$ cat src/rtl/fractal_sync_root_monitor.sv
// Root monitor of the fractal synchronization tree: per-port wake/error responder
// with ack timeout, sticky status, saturating error counters and first-error capture.
module fractal_sync_root_monitor #(
   parameter  int unsigned N_PORTS   = 2,
   parameter  int unsigned LVL_WIDTH = 1,
   parameter  int unsigned ID_WIDTH  = 1,
   parameter  int unsigned TO_WIDTH  = 8,
   parameter  int unsigned CNT_WIDTH = 8,
   localparam int unsigned IDX_WIDTH = (N_PORTS > 1) ? $clog2(N_PORTS) : 1
) (
   input  logic                                clk_i,
   input  logic                                rstn_i,
   input  logic [N_PORTS-1:0]                  sync_i,
   input  logic [N_PORTS-1:0][LVL_WIDTH-1:0]   lvl_i,
   input  logic [N_PORTS-1:0][ID_WIDTH-1:0]    id_i,
   input  logic [N_PORTS-1:0]                  ack_i,
   output logic [N_PORTS-1:0]                  wake_o,
   output logic [N_PORTS-1:0]                  error_o,
   input  logic [N_PORTS-1:0]                  mode_i,
   input  logic [TO_WIDTH-1:0]                 timeout_i,
   input  logic                                clear_i,
   output logic [N_PORTS-1:0]                  err_sticky_o,
   output logic [N_PORTS-1:0]                  to_sticky_o,
   output logic [N_PORTS-1:0]                  proto_sticky_o,
   output logic [N_PORTS-1:0][CNT_WIDTH-1:0]   err_cnt_o,
   output logic                                first_vld_o,
   output logic [IDX_WIDTH-1:0]                first_port_o,
   output logic [LVL_WIDTH-1:0]                first_lvl_o,
   output logic [ID_WIDTH-1:0]                 first_id_o,
   output logic                                irq_o
);

   typedef enum logic [1:0] {
      IDLE = 2'd0,
      RESP = 2'd1,
      ACK  = 2'd2
   } state_e;

   logic [N_PORTS-1:0] busy;
   logic [N_PORTS-1:0] err_ev;
   logic [N_PORTS-1:0] to_ev;
   logic [N_PORTS-1:0] proto_ev;

   for (genvar p = 0; p < N_PORTS; p++) begin : g_port
      state_e              state_q;
      logic                mode_q;
      logic [TO_WIDTH-1:0] to_cnt_q;
      logic                expire;

      assign expire      = (timeout_i != '0) && (to_cnt_q == timeout_i - TO_WIDTH'(1));
      assign busy[p]     = (state_q != IDLE);
      assign err_ev[p]   = ~busy[p] & sync_i[p] & ~mode_i[p];
      assign proto_ev[p] = busy[p] & sync_i[p];
      assign to_ev[p]    = (state_q == ACK) & ~ack_i[p] & expire;

      // Responses are decoded from state registers only, so reset drops them at once.
      assign wake_o[p]  = busy[p];
      assign error_o[p] = busy[p] & ~mode_q;

      // NOTE: asynchronous reset in the sensitivity list; sequential state uses <= only
      // so every flop samples pre-edge values regardless of block ordering.
      always_ff @(posedge clk_i or negedge rstn_i) begin
         if (!rstn_i) begin
            state_q  <= IDLE;
            mode_q   <= 1'b0;
            to_cnt_q <= '0;
         end else begin
            case (state_q)
               IDLE: begin
                  if (sync_i[p]) begin
                     state_q <= RESP;
                     mode_q  <= mode_i[p];
                  end
               end
               RESP: begin
                  state_q  <= ACK;
                  to_cnt_q <= '0;
               end
               ACK: begin
                  if (ack_i[p] || expire) begin
                     state_q <= IDLE;
                  end else begin
                     to_cnt_q <= to_cnt_q + TO_WIDTH'(1);
                  end
               end
               default: state_q <= IDLE;
            endcase
         end
      end
   end

   logic [N_PORTS-1:0]                err_sticky_d;
   logic [N_PORTS-1:0]                to_sticky_d;
   logic [N_PORTS-1:0]                proto_sticky_d;
   logic [N_PORTS-1:0][CNT_WIDTH-1:0] err_cnt_d;
   logic                              first_vld_d;
   logic [IDX_WIDTH-1:0]              first_port_d;
   logic [LVL_WIDTH-1:0]              first_lvl_d;
   logic [ID_WIDTH-1:0]               first_id_d;
   logic [CNT_WIDTH-1:0]              cnt_base;

   // NOTE: every variable gets a value before any condition, so no latch is inferred.
   always_comb begin
      cnt_base       = '0;
      err_sticky_d   = (clear_i ? '0 : err_sticky_o)   | err_ev;
      to_sticky_d    = (clear_i ? '0 : to_sticky_o)    | to_ev;
      proto_sticky_d = (clear_i ? '0 : proto_sticky_o) | proto_ev;
      first_vld_d    = clear_i ? 1'b0 : first_vld_o;
      first_port_d   = clear_i ? '0   : first_port_o;
      first_lvl_d    = clear_i ? '0   : first_lvl_o;
      first_id_d     = clear_i ? '0   : first_id_o;

      for (int p = 0; p < N_PORTS; p++) begin
         cnt_base     = clear_i ? '0 : err_cnt_o[p];
         err_cnt_d[p] = (err_ev[p] && (cnt_base != '1)) ? cnt_base + CNT_WIDTH'(1) : cnt_base;
      end

      // Descending scan so the lowest erroring port is the last (winning) assignment.
      if (!first_vld_d && (err_ev != '0)) begin
         first_vld_d = 1'b1;
         for (int p = N_PORTS - 1; p >= 0; p--) begin
            if (err_ev[p]) begin
               first_port_d = IDX_WIDTH'(p);
               first_lvl_d  = lvl_i[p];
               first_id_d   = id_i[p];
            end
         end
      end
   end

   always_ff @(posedge clk_i or negedge rstn_i) begin
      if (!rstn_i) begin
         err_sticky_o   <= '0;
         to_sticky_o    <= '0;
         proto_sticky_o <= '0;
         err_cnt_o      <= '0;
         first_vld_o    <= 1'b0;
         first_port_o   <= '0;
         first_lvl_o    <= '0;
         first_id_o     <= '0;
      end else begin
         err_sticky_o   <= err_sticky_d;
         to_sticky_o    <= to_sticky_d;
         proto_sticky_o <= proto_sticky_d;
         err_cnt_o      <= err_cnt_d;
         first_vld_o    <= first_vld_d;
         first_port_o   <= first_port_d;
         first_lvl_o    <= first_lvl_d;
         first_id_o     <= first_id_d;
      end
   end

   assign irq_o = |{err_sticky_o, to_sticky_o, proto_sticky_o};

endmodule

$ cat config.mk
export PLATFORM = sky130hd
export DESIGN_NAME = fractal_sync_root_monitor
export DESIGN_NICKNAME = d
export VERILOG_FILES = /design/src/rtl/fractal_sync_root_monitor.sv
export SDC_FILE = /design/constraint.sdc
export NUM_CORES = 1
export LEC_CHECK = 0
export BUFFER_PORTS_ARGS = -buffer_cell sky130_fd_sc_hd__buf_4
export CAP_MARGIN = 20
export CORE_MARGIN = 2
export CORE_UTILIZATION = 50
export CTS_BUF_LIST = sky130_fd_sc_hd__clkbuf_16
export CTS_CLUSTER_SIZE = 12
export DETAILED_ROUTE_END_ITERATION = 10
export PLACE_DENSITY = 0.79
export SLEW_MARGIN = 25
export SYNTH_ARGS = -nofsm -noshare
export SYNTH_HDL_FRONTEND = slang
export SYNTH_SLANG_ARGS = --single-unit
$ cat constraint.sdc
create_clock -name clk_i -period 2.17 [get_ports clk_i]
set_input_delay 0.217 -clock clk_i [delete_from_list [all_inputs] [get_ports clk_i]]
set_output_delay 0.217 -clock clk_i [all_outputs]
set_load 0.02 [all_outputs]
Yosys cells after proc, flatten, opt, wreduce, memory -nomap -nowiden:

Cells that the tools add are included.

* input port bits: 21
* bits in registers: 48
* output and inout bits: 31

* reduce and logical (&&, ||, !) cells: 23
* add/subtract/negate cells: 5
* muxes and demuxes: 31
* bitwise operators: 23
* eq/ne operators: 14

Operators with widths (count)
* 2-to-1 mux 8 bit: 6
* adder 8 x 1 -> 8 bit, second input constant: 4
* one-hot mux 8 bit (2 select lines): 2
* == test 8 bit: 2
* != test 8 bit, second input constant: 2
* 2-to-1 mux 1 bit: 14
* 2-to-1 mux 2 bit: 7
* bitwise AND 1 bit: 12
* one-hot mux 2 bit (3 select lines): 2
* AND reduction 2 bit: 6
* nonzero test 2 bit: 5
* != test 2 bit, second input constant: 4
* inverter 1 bit: 8
* nonzero test 8 bit: 1
* subtractor 8 x 1 -> 8 bit, second input constant: 1
* bitwise OR 2 bit: 3
* OR reduction 6 bit: 1
* logical AND 1 bit: 5
* == test 2 x 1 -> 1 bit, second input constant: 2
* == test 2 bit, second input constant: 2
* logical NOT 2 bit: 2
* != test 2 x 1 -> 1 bit, second input constant: 2
* logical OR 1 bit: 2
* logical NOT 1 bit: 1

Longest topological paths before layout:

* word-level depth: 7
* mapped depth: 10
* mapped depth without buffers: 9

Worst setup path before layout:

Ideal clock, no wire load.

* kind: input -> register
* start point: in timeout_i[0]
* end point: reg g_port[1].to_cnt_q[4]
* stages: 9
* slack: -0.097 ns
* required time: 2.101 ns
* setup time: 0.069 ns
* arrival time: 2.198 ns
* path through: inv_1 > ha_1 > or3b_4 > a22o_1 > a211oi_1 > a211oi_2 > or2_4 > or4_1 > nand3_1

* word-level cells in the longest chain between the ends: 6
* elaborated cells between the ends (all ways): 7
* those cells by class: add/sub (1); eq/ne (2); reduce/logical (4)

Ends and longest elaborated chain
* start, declared: line 20 `input logic [TO_WIDTH-1:0] timeout_i,`
* subtractor 8 x 1 -> 8 bit: line 50 `assign expire = (timeout_i != '0) && (to_cnt_q == timeout_i - TO_WIDTH'(1));`
* == test 8 bit: line 50
* logical AND 1 bit (*): line 50
* logical OR 1 bit (*): line 80 `if (ack_i[p] || expire) begin`
* != test 2 bit (no line) (*)
* AND reduction 2 bit (no line) (*)
* end signal, assigned: line 83 `to_cnt_q <= to_cnt_q + TO_WIDTH'(1);`
* end, declared: line 47 `logic [TO_WIDTH-1:0] to_cnt_q;`

Every way passes the cells marked *; elsewhere a longest branch is shown, timed or not.
A chain may end at the register's enable or synchronous reset.

Worst setup path after layout:

* start point: in timeout_i[0]
* end point: reg g_port[1].to_cnt_q[7]

The elaborated chain is that of the path after synthesis.

==> flow_summary.yaml <==
route:
  vias: 2358
  drc: 0
  vias_per_cell: 5.47
  finalWirelength_um: 6290
  wl_per_cell_um: 14.6
  antenna_left: 0
  drt-initial-drc-count: 135
  first_pass_iters: 4
synthesis:
  avgSynthCellArea_sq_um: 9.56
  syn_nets: 313
  synth_top_area_cell: "dfrtp_1"
  synth_most_common_cell: "dfrtp_1"
  syn_inst: 287
  synth_edf_count: 0
  ys_warn_count: 0
  ys_top_cells_by_area: "dfrtp_1 (44%), xnor2_1 (4.5%), xor2_1 (4.1%)"
  synthTopCellsByCount: "dfrtp_1 (48), nand2_1 (25), nor2_1 (21), nor2b_1 (16), nand3_1 (15)"
  synth-seq-cells: 48
  syn_area_sq_mm: 0.00275
  synth_top_area_share_pct: 43.8
  synth_ff_type: "dfrtp_1"
  yosysSeqAreaShare_pct: 43.8
  synth.distinct_cells: 52
  async_flop_share_pct: 100
grt:
  grt_usage_pct: 22.5
  grt_overflow: 0
  grt_max_degree: 49
  grt_pass1_vias: 2343
  antenna_found_initial: 0
  grt_pass1_wl_um: 10900
cells_and_area:
  drive_gt1_share_pct: 26.6
  finalNetCount: 386
  multi_input_area_sq_mm: 0.00149
  finish.instance_area_sq_mm: 0.00352
  seqCellArea_sq_mm: 0.00120
  num_antenna_cells: 0
  fill_cells: 419
  instances_no_fill: 431
  syn_to_final_growth_pct: 28.1
timing:
  setup_tns_ns: 0
  period_needed_ns: 2.09
  slew_violations: 0
  max_freq_mhz: 478
  max_slew.worst_pin.slew_ns: 0.611
  fin_crit_sh_pct: 96.4
  setup_violations: 0
  finalHoldViolCount: 0
  slew_headroom_pct: 59.3
  clock_skew_ns: 0.00291
floorplanning:
  die_w_um: 78.1
  die_area_sq_mm: 0.00610
  core_area_sq_mm: 0.00520
  num_rows: 26
  num_io_pins: 52
  die_h_um: 78.1
  start_util_pct: 52.7
place:
  hpwlAfterDp_um: 4600
  place.gp.congestion: 0.896
  placed_cell_area_sq_mm: 0.00334
  port_buffers: 51
  dp.cells: 419
setup_path:
  required_ns: 2.34
  crit_chain: "buf_4, inv_1, ha_2, or3b_4, a22o_1, a211oi_2, a211oi_2, or2_4, o41ai_1, a21oi_2"
  cp_slowest_stage_delay_ns: 0.44
  crit_path_end_kind: "flip-flop"
  slowest_stage: "o41ai_1"
  critical_path_buf_inv_count: 2
  path_delay_family: "compound AO/OA/AOI/OAI gates"
  crit_path_max_fanout: 3
  critPathKind: "input port to flip-flop"
  crit_top_cell: "a211oi_2"
  cp.arrival_ns: 2.26
  critPathLaunchType: "input port"
clock_tree:
  cts_buffers: 5
  cts_sinks: 48
  cts_buffer_depth: 2
  htreeDepth: 2
  cts_tree: "built"
  cts.clk_slew.worst_paths_ns: 0.06
  cts-root-buf: "clkbuf_16"
  insertion_delay_ns: 0.29
power:
  cellPowerDensity_mw_per_mm2: 820
  leakagePower_nw: 1.67
  vdd_drop_max_mv: 0.665
outcome:
  status: "complete, no violations"
run:
  drv_cap: 0
min_path:
  hp-class: "input port to flip-flop"
-- logic make-up (layout without fill, tap and decap cells) --
| kind of cell | Yosys count | in the layout | share of synthesized area, % |
|---|---|---|---|
| simple gates | 127 | 127 | 26.2 |
| fa+ha+maj | 5 | 5 | 2.28 |
| compound gates | 51 | 51 | 12.9 |
| xor+xnor | 27 | 27 | 8.61 |
| flops | 48 | 48 | 43.8 |
| buf+inv | 20 | 94 | 2.87 |
| mux | 9 | 9 | 3.37 |
-- final timing paths --
kind                                       startpoint                     to  slack [ns]  cells past startpoint
worst min register to register       g_port[1].mode_q       g_port[1].mode_q        0.49                      1
worst min-delay path                        sync_i[0]      proto_sticky_o[0]        0.17                      2
worst max-delay path                     timeout_i[0]  g_port[1].to_cnt_q[7]        0.08                     10
min in group asynchronous                      rstn_i          err_cnt_o[15]        0.48                      2
max in group asynchronous                      rstn_i       g_port[0].mode_q        1.27                      2
worst max register to register  g_port[1].to_cnt_q[6]  g_port[1].to_cnt_q[7]        0.18                      7
-- cell usage in the layout (no fill, tap or decap), types with 3 or more instances in the layout --
cell type	n
buf_4	73
nand3_1	15
xor2_1	13
mux2i_1	7
and3_1	4
ha_1	4
nor3b_1	4
o211ai_1	5
and2_1	3
o31ai_1	3
inv_1	11
nand3b_1	3
nand2_1	25
o21ai_1	3
dfrtp_1	48
xnor2_1	14
clkbuf_16	5
a21oi_1	6
or3_1	4
nor2_1	21
nor2b_1	16
nand2b_1	7
nand4_1	8
o21ai_0	9
a22o_1	3
a41oi_1	3
-- routing by layer --
metal | track usage (%) | routed length, um
met5 | 0 | 0
met4 | 7.19 | 75
met3 | 6.44 | 384
met2 | 35.9 | 3000
met1 | 29.7 | 2830
-- timing repair --
item	in CTS	in global routing
hold endpoints to repair	48	0
setup endpoints to repair	0	10
hold buffers	1	0
gates resized for setup	0	3
setup buffers	0	3
-- power by group --
part | switching [mW] | internal, mW | total [mW]
Combinational | 0.548 | 0.422 | 0.970
Clock | 0.330 | 0.419 | 0.749
Sequential | 0.122 | 1.04 | 1.16
-- metrics by stage --
step	util [%]	setup slack, ns	total power, mW	hold slack, ns
after CTS	67.0	0.0774	2.90	0.161
after detailed placement	64.1	-0.218	2.14	0.271
after global routing	67.5	-0.0512	3.06	0.161
final	67.5	0.0772	2.88	0.165
after global placement	64.1	-0.145	2.11	0.266
after floorplan	-	-0.0240	1.72	-0.0786
-- flip-flops by register name (all words and copies together), names as in the netlist --
| name | count |
|---|---|
| err_cnt_o | 16 |
| err_sticky_o | 2 |
| first_id_o | 1 |
| first_lvl_o | 1 |
| first_port_o | 1 |
| first_vld_o | 1 |
| g_port.mode_q | 2 |
| g_port.state_q | 4 |
| g_port.to_cnt_q | 16 |
| proto_sticky_o | 2 |
| to_sticky_o | 2 |
-- cell type report --
type / count / share of cell area [%]
flip-flops and latches: 48 / 34.2
clock inverters: 3 / 0.391
repair buffers: 74 / 15.9
clock buffers: 5 / 3.56
inverters: 12 / 1.28
well taps: 70 / 2.49
multi-input cells: 219 / 42.2
Note: power is estimated with default switching activity, not from simulation.
